--- src/rtl/param_tap.sv ---
// param_tap: parametrised 1149.1 TAP controller with IR, BYPASS, IDCODE,
// boundary-scan register and a hook for an external core scan chain.
// Ports: CK/TRST/TMS/TDI -> TDO/tdo_en (JTAG pins);
//   chip_pi/core_pi, core_po/chip_po (boundary cells);
//   scan_si/scan_so/scan_se/scan_capt (core chain); test_mode.
module param_tap #(
  parameter int          N_PI   = 2,
  parameter int          N_PO   = 2,
  parameter int          IR_W   = 3,
  parameter logic [31:0] IDCODE = 32'h1000_0001
) (
  input  logic            CK,
  input  logic            TRST,
  input  logic            TMS,
  input  logic            TDI,
  output logic            TDO,
  output logic            tdo_en,
  input  logic [N_PI-1:0] chip_pi,
  output logic [N_PI-1:0] core_pi,
  input  logic [N_PO-1:0] core_po,
  output logic [N_PO-1:0] chip_po,
  output logic            scan_si,
  input  logic            scan_so,
  output logic            scan_se,
  output logic            scan_capt,
  output logic            test_mode
);

  localparam int L = N_PI + N_PO;

  localparam logic [IR_W-1:0] OP_EXTEST = IR_W'(3'b000);
  localparam logic [IR_W-1:0] OP_SAMPLE = IR_W'(3'b001);
  localparam logic [IR_W-1:0] OP_INTEST = IR_W'(3'b010);
  localparam logic [IR_W-1:0] OP_SCAN   = IR_W'(3'b011);
  localparam logic [IR_W-1:0] OP_IDCODE = IR_W'(3'b110);

  typedef enum logic [3:0] {
    TLR, RTI,
    SEL_DR, CAP_DR, SH_DR, EX1_DR, PAU_DR, EX2_DR, UPD_DR,
    SEL_IR, CAP_IR, SH_IR, EX1_IR, PAU_IR, EX2_IR, UPD_IR
  } state_t;

  state_t          state_q, state_d;
  logic [IR_W-1:0] ir_q, ir_d;
  logic [IR_W-1:0] ir_sr_q, ir_sr_d;
  logic [L-1:0]    bsr_q, bsr_d;
  logic [L-1:0]    upd_q, upd_d;
  logic            byp_q, byp_d;
  logic [31:0]     id_q, id_d;

  logic is_ext, is_smp, is_int, is_scn, is_idc;
  logic is_bsr, is_byp;

  assign is_ext = (ir_q == OP_EXTEST);
  assign is_smp = (ir_q == OP_SAMPLE);
  assign is_int = (ir_q == OP_INTEST);
  assign is_scn = (ir_q == OP_SCAN);
  assign is_idc = (ir_q == OP_IDCODE);
  assign is_bsr = is_ext | is_smp | is_int;
  // Unassigned opcodes fall through to BYPASS.
  assign is_byp = ~(is_bsr | is_scn | is_idc);

  always_comb begin
    state_d = state_q;
    unique case (state_q)
      TLR:     state_d = TMS ? TLR    : RTI;
      RTI:     state_d = TMS ? SEL_DR : RTI;
      SEL_DR:  state_d = TMS ? SEL_IR : CAP_DR;
      CAP_DR:  state_d = TMS ? EX1_DR : SH_DR;
      SH_DR:   state_d = TMS ? EX1_DR : SH_DR;
      EX1_DR:  state_d = TMS ? UPD_DR : PAU_DR;
      PAU_DR:  state_d = TMS ? EX2_DR : PAU_DR;
      EX2_DR:  state_d = TMS ? UPD_DR : SH_DR;
      UPD_DR:  state_d = TMS ? SEL_DR : RTI;
      SEL_IR:  state_d = TMS ? TLR    : CAP_IR;
      CAP_IR:  state_d = TMS ? EX1_IR : SH_IR;
      SH_IR:   state_d = TMS ? EX1_IR : SH_IR;
      EX1_IR:  state_d = TMS ? UPD_IR : PAU_IR;
      PAU_IR:  state_d = TMS ? EX2_IR : PAU_IR;
      EX2_IR:  state_d = TMS ? UPD_IR : SH_IR;
      UPD_IR:  state_d = TMS ? SEL_DR : RTI;
      default: state_d = TLR;
    endcase
  end

  always_comb begin
    ir_sr_d = ir_sr_q;
    ir_d    = ir_q;
    bsr_d   = bsr_q;
    upd_d   = upd_q;
    byp_d   = byp_q;
    id_d    = id_q;

    if (state_q == CAP_IR) ir_sr_d = IR_W'(1);
    if (state_q == SH_IR)  ir_sr_d = {TDI, ir_sr_q[IR_W-1:1]};
    if (state_q == UPD_IR) ir_d    = ir_sr_q;
    // Entering TLR forces IDCODE so the op is already valid in TLR.
    if (state_d == TLR)    ir_d    = OP_IDCODE;

    if (is_bsr) begin
      if (state_q == CAP_DR) bsr_d = {chip_pi, core_po};
      if (state_q == SH_DR)  bsr_d = {TDI, bsr_q[L-1:1]};
      if (state_q == UPD_DR) upd_d = bsr_q;
    end
    if (is_byp) begin
      if (state_q == CAP_DR) byp_d = 1'b0;
      if (state_q == SH_DR)  byp_d = TDI;
    end
    if (is_idc) begin
      if (state_q == CAP_DR) id_d = IDCODE;
      if (state_q == SH_DR)  id_d = {TDI, id_q[31:1]};
    end
  end

  always_ff @(posedge CK) begin
    if (TRST) begin
      state_q <= TLR;
      ir_q    <= OP_IDCODE;
      ir_sr_q <= '0;
      bsr_q   <= '0;
      upd_q   <= '0;
      byp_q   <= 1'b0;
      id_q    <= IDCODE;
    end else begin
      state_q <= state_d;
      ir_q    <= ir_d;
      ir_sr_q <= ir_sr_d;
      bsr_q   <= bsr_d;
      upd_q   <= upd_d;
      byp_q   <= byp_d;
      id_q    <= id_d;
    end
  end

  assign tdo_en    = (state_q == SH_DR) | (state_q == SH_IR);
  assign scan_si   = TDI;
  assign scan_se   = is_scn & (state_q == SH_DR);
  assign scan_capt = is_scn & (state_q == CAP_DR);
  assign test_mode = is_ext | is_int | is_scn;
  assign chip_po   = is_ext ? upd_q[N_PO-1:0] : core_po;
  assign core_pi   = is_int ? upd_q[L-1:N_PO] : chip_pi;

  always_comb begin
    TDO = 1'b0;
    if (state_q == SH_IR) begin
      TDO = ir_sr_q[0];
    end else if (state_q == SH_DR) begin
      unique case (1'b1)
        is_bsr:  TDO = bsr_q[0];
        is_scn:  TDO = scan_so;
        is_idc:  TDO = id_q[0];
        default: TDO = byp_q;
      endcase
    end
  end

endmodule

--- config.mk ---
export PLATFORM = sky130hd
export DESIGN_NAME = param_tap
export DESIGN_NICKNAME = d
export VERILOG_FILES = /design/src/rtl/param_tap.sv
export SDC_FILE = /design/constraint.sdc
export NUM_CORES = 1
export LEC_CHECK = 0
export ABC_AREA = 1
export CAP_MARGIN = 20
export CELL_PAD_IN_SITES_DETAIL_PLACEMENT = 0
export CELL_PAD_IN_SITES_GLOBAL_PLACEMENT = 2
export CORE_MARGIN = 2
export CORE_UTILIZATION = 31
export CTS_BUF_LIST = sky130_fd_sc_hd__clkbuf_4 sky130_fd_sc_hd__clkbuf_8
export CTS_CLUSTER_SIZE = 12
export DETAILED_ROUTE_END_ITERATION = 8
export PLACE_DENSITY = 0.77
export SLEW_MARGIN = 30
export SYNTH_ARGS = -nofsm -noshare
export SYNTH_HDL_FRONTEND = slang
export SYNTH_SLANG_ARGS = --single-unit
export TNS_END_PERCENT = 5
--- constraint.sdc ---
create_clock -name CK -period 1.6 [get_ports CK]
set_clock_uncertainty 0.2 [all_clocks]
set_input_delay 0.32 -clock CK [delete_from_list [all_inputs] [get_ports CK]]
set_output_delay 0.32 -clock CK [all_outputs]
set_load 0.03 [all_outputs]
* Yosys cells after proc, flatten, opt, wreduce, memory -nomap -nowiden
Index checks and enable logic that the tools add are counted.
Storage, ports and cells: bits of input ports 9, output and inout bits 10, word-level logic and storage cells 75, flip-flop bits (word level) 51
Cells by class: muxes and demuxes 26, reductions and logical operators 13, bitwise logic cells 10, equal/unequal tests 19
Operators by type and width (number):
- 32-bit 2-to-1 mux | 2
- 4-bit one-hot mux with 12 select lines | 1
- 4-bit == test (second input constant) | 8
- 4-bit 2-to-1 mux | 6
- 4-bit by 3-bit == test with 1-bit output (second input constant) | 4
- 3-bit 2-to-1 mux | 4
- 2-bit 2-to-1 mux | 5
- 4-bit by 2-bit == test with 1-bit output (second input constant) | 2
- 4-bit logical NOT | 2
- 2-bit AND reduction | 4
- 1-bit 2-to-1 mux | 7
- 1-bit OR | 7
- 3-bit by 2-bit == test with 1-bit output (second input constant) | 2
- 2-bit OR reduction | 3
- 4-bit by 1-bit == test with 1-bit output (second input constant) | 1
- 2-bit nonzero test | 2
- 3-bit by 1-bit == test with 1-bit output (second input constant) | 1
- 3-bit == test (second input constant) | 1
- 3-bit logical NOT | 1
- 1-bit one-hot mux with 3 select lines | 1
- 3-bit OR reduction | 1
- 1-bit bitwise AND | 2
- 1-bit NOT | 1

* Logic depth before layout (Yosys ltp)
Gate-level depths: netlist of the first run.
word-level depth 7, mapped depth 12, depth with buffers taken out 12

* Worst setup path after synthesis of the first run
OpenSTA, ideal clock, no wires.
path kind register -> output, from register ir_q[0], to output port TDO, setup slack -283 ps, buffers on the path 0, stages on the path, launching flop included 7, data required time 1080 ps, arrival time 1363 ps, cells stage by stage dfxtp_1 -> inv_1 -> nor3_1 -> nand2_1 -> nand3_1 -> a21oi_1 -> o22ai_1
Between the ends: word-level cells in the longest chain between the ends 6, elaborated cells between the ends (all ways) 10, those cells by class eq/ne (4); mux (3); bitwise (2); reduce/logical (1)
RTL lines:
- start, declared | RTL line 44 | logic [IR_W-1:0] ir_q, ir_d;
- start signal, assigned | RTL line 126 | ir_q <= ir_d;
- 3-bit by 1-bit == test with 1-bit output or 3-bit logical NOT (tied branches) | RTL line 55, 54
- 1-bit OR (2 in a row) | RTL line 59 | assign is_bsr = is_ext | is_smp | is_int;
- 1-bit one-hot mux with 3 select lines (*) | RTL line 148 | unique case (1'b1)
- 1-bit 2-to-1 mux (*) | RTL line 147 | end else if (state_q == SH_DR) begin
- 1-bit 2-to-1 mux (*) | RTL line 145 | if (state_q == SH_IR) begin
- end, declared | RTL line 16 | output logic TDO,
Every way passes the cells marked *; elsewhere a longest branch is shown, timed or not.

* Worst setup path in the final report of the first run
from register ir_q[0], to output port chip_po[0]
Between the ends: word-level cells in the longest chain between the ends 2
RTL lines:
- 3-bit logical NOT | RTL line 54 | assign is_ext = (ir_q == OP_EXTEST);
- 2-bit 2-to-1 mux | RTL line 140 | assign chip_po = is_ext ? upd_q[N_PO-1:0] : core_po;
- end, declared | RTL line 21 | output logic [N_PO-1:0] chip_po,
Every way passes these cells.

==> results of run 1 <==
how the worst max path moves through the flow:
stage,endpoint,cells after the start,start
6_report,chip_po[0],5,ir_q[0]
3_5_place_dp,TDO,6,scan_so
3_3_place_gp,TDO,6,scan_so
2_1_floorplan,scan_capt,4,ir_q[0]
4_1_cts,core_pi[0],5,ir_q[0]
5_1_grt,TDO,8,ir_q[1]
cells in the final DEF, fill, tap and decap left out, types with 2 or more instances in the layout:
master,n
clkbuf_8,6
mux2_2,2
nor2_1,48
nor2_4,3
nand2_2,4
o21ai_1,2
dfxtp_2,3
inv_2,9
o22ai_2,3
a21oi_1,14
a22oi_1,30
nand3_1,9
nand2_1,55
nor2_2,4
nand2_4,3
nand3_2,3
a31oi_1,2
o21ai_0,11
buf_12,3
clkdlybuf4s50_1,8
inv_1,24
buf_4,47
buf_6,3
dfxtp_1,47
per-stage QoR:
step           instance area [um^2]  TNS, ns  cells  hold WS [ns]
4_1_cts                        2980    -3.94    453         0.271
3_3_place_gp                   2820    -5.95    444         0.254
6_report                       3000    -3.31    453         0.265
5_1_grt                        3000    -8.50    453         0.294
2_1_floorplan                  2280   -0.341    297         0.230
3_5_place_dp                   2820    -5.98    444         0.256
flip-flops by register name, indices dropped and copies added, names as in the netlist:
name,cells
ir_sr_q,3
upd_q,4
state_q,4
bsr_q,4
byp_q,1
ir_q,3
id_q,32
routing by layer:
layer  vias up  global-route usage
li1       1087                   -
met1       899               0.187
met2        30               0.205
met3         4              0.0251
met4         0              0.0372
met5         -                   0
final cells by class:
type                            count  area share
Tap cell                           99      0.0413
Sequential cell                    51       0.343
Multi-Input combinational cell    200       0.365
Clock buffer                        6      0.0275
Timing Repair Buffer               61       0.175
Clock inverter                      2     0.00542
Inverter                           34      0.0429
critical path: stages, from the launching register on:
cell	delay, ns
dfxtp_1	0.35
inv_1	0.07
buf_4	0.13
nand3_1	0.12
mux2_2	0.35
buf_4	0.17
power by group through the flow:
stage | sequential (mW) | combinational (mW) | clock (mW)
3_5_place_dp | 1.31 | 0.254 | 0
3_3_place_gp | 1.31 | 0.257 | 0
2_1_floorplan | 1.31 | 0.145 | 0
4_1_cts | 1.28 | 0.259 | 0.818
6_report | 1.28 | 0.260 | 0.785
5_1_grt | 1.28 | 0.289 | 0.866
Yosys cell counts (2+ instances only):
cell type / n
nor2_2: 2
nand2_1: 56
o21ai_0: 13
inv_2: 4
a21oi_1: 15
nor2_1: 51
inv_1: 29
nand3_2: 2
nand2_2: 4
nand2_4: 3
dfxtp_1: 51
mux2_2: 2
buf_6: 6
nand3_1: 10
nor2_4: 2
a22oi_1: 30
o22ai_1: 3
clkbuf_1: 5
a31oi_1: 2
repair_timing:
item,in CTS,in global routing
setup endpoints to repair,52,55
pin swaps,5,4
hold buffers,0,0
setup buffers,1,0
gates resized for setup,18,8
cell families after synthesis:
group	after synthesis	synth area share
buf+inv	46	0.0978
compound gates	66	0.186
mux	2	0.00989
simple gates	132	0.258
flops	51	0.448
==> impl_results.md, run 1 <==
- WHS Endpoint: upd_q[1]
- Std-Cell Core Area: 7180 um^2
- Clk network pwr share: 0.337
- Full die area: ~8000 um^2
- Critical Path RT: approximately 1.1 ns
- Layout cell share with drive strength beyond 1: 0.288
- Main synth FF type: dfxtp_1
- Hold Crit Class: reg -> reg
- Crit-path max FO: 2
- CTS Sinks: 51
- GRT overflow: 0
- Hold path cells: 2
- Area leader, netlist: dfxtp_1
- Worst R2R End: ir_q[0]
- Tcrit/Tclk final: 1.25
- Routed length on met3: approximately 180 um
- Multi-input logic area: 1090 um^2
- Main area contributors after synthesis: dfxtp_1 (45%), a22oi_1 (9.9%), nand2_1 (9.2%)
- Failing checks: setup timing
- Asr flop ratio synth: 0
- Port-buffer cells: 18
- Final Power: around 2.3 mW
- Nets: approximately 360
- Setup WS pre-CTS: -0.274 ns
- R2R depth: 11
- Net Switching: 583 uW
- Yosys warns: 0
- First-pass GRT wire length: slightly below 9 mm
- CTS max path bufs: 2
- FF+latch count, synth: 51
- Part of the Yosys area used for sequential elements: 0.448
- Aggregate routed wire length: 5.14 mm
- Max Slew Vio Count: 0
- Met2 wire length: roughly 2.2 mm
- DR top layer: met4
- Post-route DRC violation count: 0
- Share of the synthesized area in the top cell type: 0.448
- Post-synth EDFFs: 0
- Crit Reg-Reg Startpoint: state_q[2]
- Clock Tree Root: clkbuf_8
- Routed WL per cell: around 11 um
- Die Y: between 80 and 90 um
- IO Pins: 19
- Initial Util: 0.317
- Number of buffers created by CTS: 5
- Max Cap Viol: 0
- Vias: between 2000 and 2500
- DR iter-0 viols: 98
- FILL cells: roughly 750
- VDD IR max: approximately 450 uV
- Syn Area/Cell: 7.67 um^2
- Setup CP Type: reg -> out
- N_diodes: 0
- Setup violators final: 42
- Post-detailed-route via-to-cell ratio: around 4.5
- Reg2reg setup slack: -0.03 ns
- Switching share of power: 0.250
- Htree depth: 2
- Vias in the first global route: ~2000
- Synthesized area: around 2300 um^2
- Hold Crit Start: upd_q[1]
- Die X: 89.7 um
- FP Rows: 31
- GRT Util Overall: 0.132
- Least-Margin Pin Slew: about 0.25 ns
- Area grow syn2layout: 31.8%
- Post-DP HPWL: roughly 3.7 mm
- Arrival time worst endpoint: 1.49 ns
- Comb pwr share: 0.112
- RD Place Congestion: around 0.84
- RSZ-0062 raised after global routing: true
- CTS clock-pin slew for the worst setup and hold paths: about 0.090 ns
- Post-synthesis cell type count: 26
- Reg power frac: 0.551
- Final hold violations: 0
- Largest net degree at the start of global routing: 32
- Element type at the critical path start: register
- Finished Core Util: 0.418
- Leak pwr: roughly 1.3 nW
- Post-Syn Nets: just over 300
- Crit end category: output port
- DRT antenna net count: 0
- Outcome: finished with violations
- Syn Inst Count: between 200 and 300
- Worst-Skew Late Latency: around 0.30 ns
- Post-route setup slack: -0.405 ns
- Internal: 1.75 mW
- Max Clk Rate: 499 MHz
- Drt first pass iters: 4
- Total power per unit cell area: a little under 800 nW/um^2
- Register area: between 1000 and 1500 um^2
- Tmin final: roughly 2.0 ns
- Initial antenna violation count: 0
- Rel. slew slack: 0.833
- CTS tree: done
- Post-Route M1 WL: around 2.7 mm
(Power assumes the default switching activity.)
==> run 2: changes to the inputs <==
Settings changed: SKIP_CTS_REPAIR_TIMING set to 1.
==> run 2 against run 1 <==
Against the previous run:
- the flow still finishes with violations (setup timing)
- register-to-register slack barely moved
- utilization fell by 0.44 points
- global-route usage fell by 0.20 points
- critical path depth rose by 3
- worst hold slack barely moved
- routed wire length rose by 0.41%
- final area fell by 1.0%
- combinational power barely moved
- sequential cell count did not move
- critical endpoint is now TDO
- largest power group unchanged
==> impl_results.md, run 2 (synthesized netlist as in run 1, its figures left out) <==
- Delay-heaviest family, CP: flip-flops
- Routed WL per cell: 11.4 um (+0.63%)
- Commonest non-fill, non-tap cell in the layout: nand2_1
- DR iter-0 viols: 95 (-3.1%)
- Post-route DRC violation count: 0 (unchanged)
- Htree depth: 2 (unchanged)
- CTS tree: done
- Std-Cell Core Area: 7180 um^2 (unchanged)
- Drt first pass iters: 4 (unchanged)
- Layout cell share with drive strength beyond 1: 0.275 (-0.0133)
- Most common cell on crit path: buf_6
- Crit end category: output port
- Post-detailed-route via-to-cell ratio: 4.45 (-0.27%)
- Outcome: finished with violations
- Post-DP HPWL: 3.66 mm (unchanged)
- Least-Margin Pin Slew: 0.246 ns (-0.00265 ns)
- Reg with most FFs: id_q
- Critical-path cell list: inv_2 -> buf_6 -> nor3_4 -> nand2_1 -> nand3_2 -> a21oi_2 -> o22ai_2 -> buf_6
- CTS clock-pin slew for the worst setup and hold paths: 0.09 ns (about the same)
- Setup CP Type: reg -> out
- Initial antenna violation count: 0 (unchanged)
- FP Rows: 31 (unchanged)
- Area grow syn2layout: 30.4%
- Failing checks: setup timing
- Full die area: 8050 um^2 (unchanged)
- Delay of the slowest cell on the worst path: 0.35 ns (about the same)
- Final cell count without fillers: 452 (-0.22%)
- Die Y: 89.7 um (unchanged)
- Reg2reg setup slack: -0.04 ns (about the same)
- Crit-path max FO: 3 (+1)
- Setup TNS: -3.19 ns (+0.128 ns)
- Vias in the first global route: 1920 (-1.2%)
- Die X: 89.7 um (unchanged)
- Final hold violations: 0 (unchanged)
- Tcrit/Tclk final: 1.26 (+0.00593)
- Clock Tree Root: clkbuf_8
- Arrival time worst endpoint: 1.49 ns (about the same)
- Number of buffers created by CTS: 5 (unchanged)
- Max Clk Rate: 496 MHz (-0.47%)
- Critical-path top delay cell: dfxtp_2
- CTS max path bufs: 2 (unchanged)
- Nets: 361 (-0.28%)
- Hold Crit Class: reg -> reg
- Internal: 1.74 mW (about the same)
- Setup violators final: 33 (-21%)
- Switching share of power: 0.251 (+0.000893)
- Net Switching: 585 uW (+0.43%)
- Placed cells: 444 (unchanged)
- Leak pwr: 1.30 nW (-0.76%)
- WP buf/inv: 3 (unchanged)
- Total power per unit cell area: 784 nW/um^2 (+1.1%)
- Max reg flops: 32 (unchanged)
- RSZ-0062 raised after global routing: true
- Most frequent cells in the layout: nand2_1 (56), nor2_1 (48), dfxtp_1 (47), buf_4 (46), a22oi_1 (30)
- Post-route setup slack: -0.415 ns (-0.00949 ns)
- Max Slew Vio Count: 0 (unchanged)
- Critical Path RT: 1.08 ns (about the same)
- Port-buffer cells: 18 (unchanged)
- Final Power: 2.33 mW (about the same)
- N_diodes: 0 (unchanged)
- GRT overflow: 0 (unchanged)
- First-pass GRT wire length: 8.80 mm (-1.3%)
- RD Place Congestion: 0.845 (unchanged)
- Clk network pwr share: 0.339 (+0.002)
- Reg power frac: 0.551 (about the same)
- GRT Util Overall: 0.130 (-0.00196)
- DRT antenna net count: 0 (unchanged)
- Worst-Skew Late Latency: 0.30 ns (about the same)
- Aggregate routed wire length: 5.16 mm (+0.41%)
- Rel. slew slack: 0.835 (+0.00177)
- CTS Sinks: 51 (unchanged)
- IO Pins: 19 (unchanged)
- Vias: 2010 (-0.50%)
- Finished Core Util: 0.414 (-0.00436)
- Element type at the critical path start: register
- Tmin final: 2.01 ns (+0.00949 ns)
- Max Cap Viol: 0 (unchanged)
- Largest net degree at the start of global routing: 32 (unchanged)
- Comb pwr share: 0.110 (-0.002)
- Initial Util: 0.317 (unchanged)
- VDD IR max: 448 uV (+0.35%)
- Setup WS pre-CTS: -0.274 ns (unchanged)
==> run 2: final timing paths <==
check / end / depth (start not counted) / from
min reg2reg: upd_q[1] / 2 / upd_q[1]
max: TDO / 8 / ir_q[1]
min: upd_q[1] / 2 / upd_q[1]
max reg2reg: bsr_q[2] / 8 / state_q[2]
==> run 2: final cells by class <==
type                            instances  area [um^2]
Fill cell                             757         4210
Multi-Input combinational cell        200         1070
Sequential cell                        51         1030
Timing Repair Buffer                   60          519
Inverter                               34          129
Tap cell                               99          124
Clock buffer                            6         82.6
Clock inverter                          2         16.3
==> run 2: stage by stage <==
step | cell area (um^2) | hold slack (ns)
after floorplan | 2280 | 0.230
after detailed placement | 2820 | 0.256
after global routing | 2970 | 0.294
after global placement | 2820 | 0.254
after CTS | 2920 | 0.271
final | 2970 | 0.266
==> run 2: routing by layer <==
metal	routed length, um	GRT usage
met1	2710	0.187
met2	2260	0.198
met3	145	0.0251
met4	47	0.0372
met5	0	0
==> run 2: tightest hold or removal path: stages, from the launching register on <==
cell and delay [ns]:
dfxtp_1 0.31, inv_1 0.07, a21oi_1 0.06
==> run 2: power by group through the flow <==
stage          logic [mW]  registers, mW  clock network [mW]
2_1_floorplan       0.145           1.31                   0
3_3_place_gp        0.257           1.31                   0
3_5_place_dp        0.254           1.31                   0
4_1_cts             0.255           1.28               0.818
5_1_grt             0.285           1.28               0.866
6_report            0.257           1.28               0.789
